### src/rtl/srg_32bit_mult_unit_if.sv
// Execute-stage multiplier bus: MULT/MULTU request, MTHI/MTLO writes and the HI/LO result view.
interface srg_32bit_mult_unit_if #(
    parameter int WIDTH = 32
);
    logic             start;
    logic             is_signed;
    logic [WIDTH-1:0] OpA;
    logic [WIDTH-1:0] OpB;
    logic             hi_we;
    logic             lo_we;
    logic [WIDTH-1:0] wdata;
    logic             busy;
    logic             done;
    logic [WIDTH-1:0] Hi;
    logic [WIDTH-1:0] Lo;

    modport master (
        output start, is_signed, OpA, OpB, hi_we, lo_we, wdata,
        input  busy, done, Hi, Lo
    );

    modport slave (
        input  start, is_signed, OpA, OpB, hi_we, lo_we, wdata,
        output busy, done, Hi, Lo
    );
endinterface

### src/rtl/srg_32bit_mult_unit.sv
// Shift-add 32x32 multiplier with architectural HI/LO: magnitudes are multiplied over
// ITER cycles, then a final SIGN cycle applies the two's complement and writes HI/LO.
module srg_32bit_mult_unit #(
    parameter int WIDTH = 32,
    parameter int ITER  = 32
) (
    input logic                  clk,
    input logic                  rst,
    srg_32bit_mult_unit_if.slave bus
);
    localparam int CW = $clog2(ITER + 1);

    typedef enum logic [1:0] {
        IDLE,
        RUN,
        SIGN
    } state_t;

    state_t               state;
    state_t               state_next;
    logic [WIDTH-1:0]     mcand;
    logic [WIDTH-1:0]     mplier;
    logic [WIDTH-1:0]     acc;
    logic [WIDTH-1:0]     hi_q;
    logic [WIDTH-1:0]     lo_q;
    logic [CW-1:0]        count;
    logic                 neg;
    logic                 done_q;
    logic [WIDTH:0]       sum;
    logic [2*WIDTH-1:0]   raw;
    logic [2*WIDTH-1:0]   product;
    logic [WIDTH-1:0]     mag_a;
    logic [WIDTH-1:0]     mag_b;

    always_ff @(posedge clk) begin
        if (rst) begin
            state <= IDLE;
        end else begin
            state <= state_next;
        end
    end

    always_comb begin
        state_next = state;
        sum        = {1'b0, acc} + (mplier[0] ? {1'b0, mcand} : {(WIDTH+1){1'b0}});
        raw        = {acc, mplier};
        product    = neg ? (~raw + (2*WIDTH)'(1)) : raw;
        // The most negative operand keeps its bit pattern, which is its correct unsigned magnitude.
        mag_a      = (bus.is_signed && bus.OpA[WIDTH-1]) ? (~bus.OpA + WIDTH'(1)) : bus.OpA;
        mag_b      = (bus.is_signed && bus.OpB[WIDTH-1]) ? (~bus.OpB + WIDTH'(1)) : bus.OpB;
        case (state)
            IDLE:    if (bus.start) state_next = RUN;
            RUN:     if (count == CW'(ITER - 1)) state_next = SIGN;
            SIGN:    state_next = IDLE;
            default: state_next = IDLE;
        endcase
    end

    always_ff @(posedge clk) begin
        if (rst) begin
            mcand  <= '0;
            mplier <= '0;
            acc    <= '0;
            count  <= '0;
            neg    <= 1'b0;
            hi_q   <= '0;
            lo_q   <= '0;
            done_q <= 1'b0;
        end else begin
            done_q <= (state == SIGN);
            case (state)
                IDLE: begin
                    // A start in the same cycle as an MTHI/MTLO wins and the write is lost.
                    if (bus.start) begin
                        mcand  <= mag_a;
                        mplier <= mag_b;
                        neg    <= bus.is_signed & (bus.OpA[WIDTH-1] ^ bus.OpB[WIDTH-1]);
                        acc    <= '0;
                        count  <= '0;
                    end else begin
                        if (bus.hi_we) hi_q <= bus.wdata;
                        if (bus.lo_we) lo_q <= bus.wdata;
                    end
                end
                RUN: begin
                    acc    <= sum[WIDTH:1];
                    mplier <= {sum[0], mplier[WIDTH-1:1]};
                    count  <= count + CW'(1);
                end
                SIGN: begin
                    hi_q <= product[2*WIDTH-1:WIDTH];
                    lo_q <= product[WIDTH-1:0];
                end
                default: ;
            endcase
        end
    end

    assign bus.busy = (state != IDLE);
    assign bus.done = done_q;
    assign bus.Hi   = hi_q;
    assign bus.Lo   = lo_q;
endmodule

### src/flat_wrapper.sv
// flat-port wrapper written by rule: the top's interface ports become plain ports
module srg_32bit_mult_unit_flat 
#(
    parameter int WIDTH = 32,
    parameter int ITER  = 32
)
  (clk, rst, bus_start, bus_is_signed, bus_OpA, bus_OpB, bus_hi_we, bus_lo_we, bus_wdata, bus_busy, bus_done, bus_Hi, bus_Lo);
  srg_32bit_mult_unit_if #(.WIDTH(WIDTH)) bus_i ();
  input logic clk;
  input logic rst;
  input wire logic [$bits(bus_i.start)-1:0] bus_start;
  input wire logic [$bits(bus_i.is_signed)-1:0] bus_is_signed;
  input wire logic [$bits(bus_i.OpA)-1:0] bus_OpA;
  input wire logic [$bits(bus_i.OpB)-1:0] bus_OpB;
  input wire logic [$bits(bus_i.hi_we)-1:0] bus_hi_we;
  input wire logic [$bits(bus_i.lo_we)-1:0] bus_lo_we;
  input wire logic [$bits(bus_i.wdata)-1:0] bus_wdata;
  output wire logic [$bits(bus_i.busy)-1:0] bus_busy;
  output wire logic [$bits(bus_i.done)-1:0] bus_done;
  output wire logic [$bits(bus_i.Hi)-1:0] bus_Hi;
  output wire logic [$bits(bus_i.Lo)-1:0] bus_Lo;
  assign bus_i.start = bus_start;
  assign bus_i.is_signed = bus_is_signed;
  assign bus_i.OpA = bus_OpA;
  assign bus_i.OpB = bus_OpB;
  assign bus_i.hi_we = bus_hi_we;
  assign bus_i.lo_we = bus_lo_we;
  assign bus_i.wdata = bus_wdata;
  assign bus_busy = bus_i.busy;
  assign bus_done = bus_i.done;
  assign bus_Hi = bus_i.Hi;
  assign bus_Lo = bus_i.Lo;
  srg_32bit_mult_unit #(.WIDTH(WIDTH), .ITER(ITER)) u_core (.clk(clk), .rst(rst), .bus(bus_i));
endmodule
### config.mk
export PLATFORM = sky130hd
export DESIGN_NAME = srg_32bit_mult_unit_flat
export DESIGN_NICKNAME = d
export VERILOG_FILES = /design/src/rtl/srg_32bit_mult_unit_if.sv /design/src/rtl/srg_32bit_mult_unit.sv /design/src/flat_wrapper.sv
export SDC_FILE = /design/constraint.sdc
export NUM_CORES = 1
export LEC_CHECK = 0
export BUFFER_PORTS_ARGS = -buffer_cell sky130_fd_sc_hd__buf_4
export CORE_ASPECT_RATIO = 0.75
export CORE_UTILIZATION = 64
export CTS_BUF_LIST = sky130_fd_sc_hd__clkbuf_8
export DETAILED_ROUTE_END_ITERATION = 7
export PLACE_DENSITY = 0.95
export SETUP_SLACK_MARGIN = 0.02
export SLEW_MARGIN = 15
export SYNTH_ARGS = -nofsm -noshare
export SYNTH_HDL_FRONTEND = slang
export SYNTH_SLANG_ARGS = --single-unit
### constraint.sdc
create_clock -name clk -period 7.8 [get_ports clk]
set_clock_uncertainty 0.15 [all_clocks]
set_input_delay 1.95 -clock clk [delete_from_list [all_inputs] [get_ports clk]]
set_output_delay 1.95 -clock clk [all_outputs]
set_load 0.02 [all_outputs]
Word-level counts from Yosys, hierarchy flattened
Cells that the tools add are included.
{ "totals": {"output_inout_bits": 66, "wordCells": 57, "in_bits": 102, "reg_bits": 170} }
{ "classes": {"bitwise_logic": 5, "eq_ne": 8, "n_mux": 19, "reduce_logical": 11, "add_sub_neg": 5} }
{ "op_table": {"columns": ["cell", "count"], "rows": [
  ["$mux W32", 9],
  ["$pmux W32 S2", 4],
  ["$add A32 B1 Y32 const B", 2],
  ["$add A64 B1 Y64 const B", 1],
  ["$mux W64", 1],
  ["$not A32 Y32", 2],
  ["$not A64 Y64", 1],
  ["$add A32 B33 Y33", 1],
  ["$pmux W6 S2", 1],
  ["$ne A2 B2 Y1 const B", 4],
  ["$add A6 B1 Y6 const B", 1],
  ["$eq A6 B5 Y1 const B", 1],
  ["$mux W6", 1],
  ["$reduce_and A2 Y1", 3],
  ["$reduce_and A3 Y1", 2],
  ["$reduce_bool A2 Y1", 3],
  ["$mux W2", 2],
  ["$pmux W2 S2", 1],
  ["$eq A2 B1 Y1 const B", 1],
  ["$eq A2 B2 Y1 const B", 1],
  ["$logic_and A1 B1 Y1", 2],
  ["$logic_not A2 Y1", 1],
  ["$ne A2 B1 Y1 const B", 1],
  ["$and A1 B1 Y1", 1],
  ["$xor A1 B1 Y1", 1]
]} }

Longest topological paths before layout
{ "logic_depth": {"depth_word": 5, "mapped_depth": 13, "mapped_depth_nobuf": 11} }

Least setup slack after synthesis
Ideal clock, no wire load.
{ "synth_timing": {"path_type": "input -> register", "start": "input bus_OpB[14]", "end": "register u_core.mplier[27]", "path_slack_ns": 3.652, "t_arrival_ns": 3.928, "t_required_ns": 7.580, "setup_ns": 0.070, "path_stages": 8, "n_path_buf": 1, "path_cell_list": "or4_1 -> nand2b_1 -> or4_1 -> clkbuf_1 -> o41ai_1 -> xnor2_1 -> nand2_1 -> a21oi_1"} }
{ "synth_between": {"elab_chain_cells": 5} }
{ "synth_rtl": {"columns": ["item", "line_no", "text"], "rows": [
  ["start: declaration", "flat_wrapper.sv:14", "input wire logic [$bits(bus_i.OpB)-1:0] bus_OpB;"],
  ["$not A32 Y32", "srg_32bit_mult_unit.sv:50", "mag_b = (bus.is_signed && bus.OpB[WIDTH-1]) ? (~bus.OpB + WIDTH'(1)) : bus.OpB;"],
  ["$add A32 B1 Y32", "srg_32bit_mult_unit.sv:50", null],
  ["$mux W32", "srg_32bit_mult_unit.sv:50", null],
  ["$mux W32", "srg_32bit_mult_unit.sv:74", "if (bus.start) begin"],
  ["$pmux W32 S2", "srg_32bit_mult_unit.sv:71", "case (state)"],
  ["end signal: assignment", "srg_32bit_mult_unit.sv:76", "mplier <= mag_b;"],
  ["end signal: assignment", "srg_32bit_mult_unit.sv:87", "mplier <= {sum[0], mplier[WIDTH-1:1]};"],
  ["end: declaration", "srg_32bit_mult_unit.sv:22", "logic [WIDTH-1:0] mplier;"]
]} }
No other way between the ends. The select of a mux whose other input is x is not followed.
A chain may end at the register's enable or synchronous reset.

Worst setup path in the final report
{ "layout_timing": {"start": "input bus_OpB[4]", "end": "register u_core.mplier[27]"} }
The elaborated chain is that of the path after synthesis.

==> results.tsv <==
stage	metric	value	unit
status	run_status	finished clean	
yosys	ys.flop_type	dfxtp_1	
clock_tree	h-tree-depth	4	
route	drt-total-wl	34300	µm
power	powerDensity	163	nW/µm²
global_routing	grt_pass1_wl	52700	µm
power	leakage	5.09	nW
clock_tree	clk-insertion-delay-late	0.48	ns
critical_path	cp-endpoint	u_core.mplier[27]	
clock_tree	cts_tree	built	
critical_path	r2r_cells	9	
layout	antenna_cells	0	
global_routing	grtUsageTotal	37.7	%
clock_tree	cts_sinks	170	
floorplanning	die_y	115	µm
timing	setup_viol	0	
yosys	ys_ff_latch	170	
timing	slew_headroom	23.9	%
clock_tree	numCtsBuffers	17	
clock_tree	cts_max_path_buffers	2	
yosys	async_flop_share	0	%
route	drt_iter0_drc	1290	
critical_path	crit_start	bus_OpB[4]	
floorplanning	die_x	153	µm
floorplanning	io_pins	168	
critical_path	cpPeakStageDelay	0.64	ns
yosys	syn_avg_cell_area	7.95	µm²
floorplanning	dieArea	17700	µm²
layout	nets	1622	
critical_path	r2r-start	u_core.mplier[0]	
critical_path	r2r-end	u_core.acc[28]	
timing	final_hold_viol_count	0	
clock_tree	clk_pin_slew	0.10	ns
timing	fin_setup_tns	0	ns
route	wl_per_cell	20.0	µm
yosys	ys_types	63	
yosys	netlist_area	11000	µm²
place	gp_congestion	0.963	
clock_tree	cts_hold_buffers	0	
yosys	synth_nets	1519	
timing	period_needed	4.13	ns
critical_path	cp_cell_sequence	buf_4 -> nor4_1 -> nand3_1 -> or4_1 -> o41ai_1 -> xnor2_1 -> nand2_1 -> a21oi_1	
global_routing	grt_start_max_net_pins	78	
hold_path	min_path_type	reg2reg	
floorplanning	coreArea	16800	µm²
yosys	ys_seq_area_share	31.0	%
route	vias	11500	
place	place_area	12200	µm²
clock_tree	cts-root-buf	clkbuf_8	
layout	final_cell_mix	buf_4, dfxtp_1, nand2_1	
yosys	yosysWarnings	0	
layout	final_common_cell	buf_4	
critical_path	cp_num_buf_inv	1	
route	viasPerCell	6.72	
layout	areaGrowthSynthToFinish	15.2	%
critical_path	arrival	4.39	ns
critical_path	path_depth	8	
place	port_buffers	167	
timing	rsz0062_at_grt	false	
yosys	synthesis.instances	1380	
timing	timing.fmax	242	MHz
critical_path	rrSetupSlack	3.92	ns
timing	finalCritPeriodShare	53.0	%
critical_path	cpLargestDelayFamily	simple AND/OR/NAND/NOR gates	
route	drc	0	
clock_tree	cts_resized	0	
timing	slew_viol_final	0	
job	maxCapViolations	0	
power	power	2.05	mW
critical_path	crit_fanout	6	
route	dr.pass1.iters	6	
critical_path	required	8.06	ns
power	vdd_drop_max	0.119	mV
yosys	synth-edff-count	0	
layout	drive_above_1_share	15.4	%
layout	final_area	12600	µm²
timing	tightest_slew	1.14	ns
floorplanning	start_util	65.4	%
place	dpl.hpwl	25600	µm
floorplanning	row_count	41	
critical_path	critical_path_class	in2reg	
route	ant_nets	0	
clock_tree	post-cts-setup-buffers	0	
critical_path	slowest_stage	or4_1	
global_routing	grt_pass1_vias	10200	
global_routing	grt.overflow.total	0	
global_routing	antenna_found_initial	0	
critical_path	endpoint_kind	flip-flop	
critical_path	start_kind	input port	
==> cells in the mapped netlist, drive strengths merged, types with 5 or more instances <==
cell type,instances,area share [%]
or3,17,1.0
nand2b,12,0.68
o41ai,17,1.5
a211oi,44,3.0
o21a,6,0.41
nor4,11,0.63
nand2,133,4.6
a21oi,102,4.7
xor2,81,6.5
and2,36,2.1
nor2,121,4.1
buf,19,0.65
nand3,36,1.6
a21o,7,0.48
a31oi,12,0.68
clkbuf,71,2.4
nand4,13,0.74
nor2b,7,0.40
nor3,21,0.96
o22ai,45,2.6
o31ai,33,2.3
a22oi,28,1.9
and3,5,0.29
ha,36,4.1
xnor2,58,4.6
a311oi,9,0.72
dfxtp,170,31
or4,20,1.4
mux2i,59,5.4
inv,23,0.79
o21ai,76,3.5
==> metrics by stage <==
step / hold WS, ns / cells / setup WS (ns) / utilization [%]
2_1_floorplan: 0.267 / 1380 / 3.65 / -
3_3_place_gp: 0.281 / 1679 / 3.36 / 72.8
3_5_place_dp: 0.287 / 1679 / 3.23 / 72.8
4_1_cts: 0.309 / 1711 / 3.72 / 75.3
5_1_grt: 0.342 / 1711 / 3.48 / 75.3
6_report: 0.315 / 1711 / 3.67 / 75.3
==> layout make-up <==
cell class / count / area (µm²)
Multi-Input combinational cell: 1097 / 7160
Fill cell: 1187 / 4140
Sequential cell: 170 / 3400
Timing Repair Buffer: 174 / 1310
Tap cell: 215 / 269
Clock buffer: 18 / 248
Clock inverter: 14 / 159
Inverter: 23 / 86.3
==> state kept, by name, indices dropped and copies added (netlist names) <==
signal           flops
u_core.acc          32
u_core.bus.Hi       32
u_core.bus.Lo       32
u_core.mcand        32
u_core.mplier       32
u_core.count         6
u_core.state         2
u_core.bus.done      1
u_core.neg           1
==> where the power goes <==
group	leakage (nW)	total, mW	switching [mW]	internal [mW]
logic	3.49	0.422	0.250	0.172
registers	1.39	0.975	0.0597	0.915
clock network	0.207	0.657	0.356	0.300
total	5.09	2.05	0.666	1.39
==> tightest hold or removal path: stages (launching register included) <==
cell and delay, ns:
dfxtp_1 0.34, nand2_1 0.04, o21ai_0 0.06
==> routing by layer <==
layer	share of wire [%]	GRT usage, %	up-vias
li1	-	-	5250
met1	41	52.2	5314
met2	43	56.6	832
met3	14	10.7	96
met4	2.5	12.1	0
met5	0	0	-
==> worst min path at each step <==
stage | to | cells past startpoint | start | slack [ns]
final | u_core.mcand[26] | 2 | u_core.mcand[26] | 0.32
after global routing | u_core.mcand[27] | 2 | u_core.mcand[27] | 0.34
after CTS | u_core.mcand[26] | 2 | u_core.mcand[26] | 0.31
after floorplan | u_core.mcand[26] | 2 | u_core.mcand[26] | 0.27
after detailed placement | u_core.mcand[26] | 2 | u_core.mcand[26] | 0.29
after global placement | u_core.mcand[26] | 2 | u_core.mcand[26] | 0.28
==> kinds of logic (layout without fill, tap and decap cells) <==
group | Yosys count | count (layout) | share of synthesized area [%]
buf+inv | 113 | 229 | 3.87
compound gates | 411 | 411 | 24.2
mux | 62 | 62 | 5.69
xor+xnor | 139 | 139 | 11.1
flops | 170 | 170 | 31.0
simple gates | 448 | 448 | 19.8
fa+ha+maj | 37 | 37 | 4.29
(Power assumes the default switching activity.)
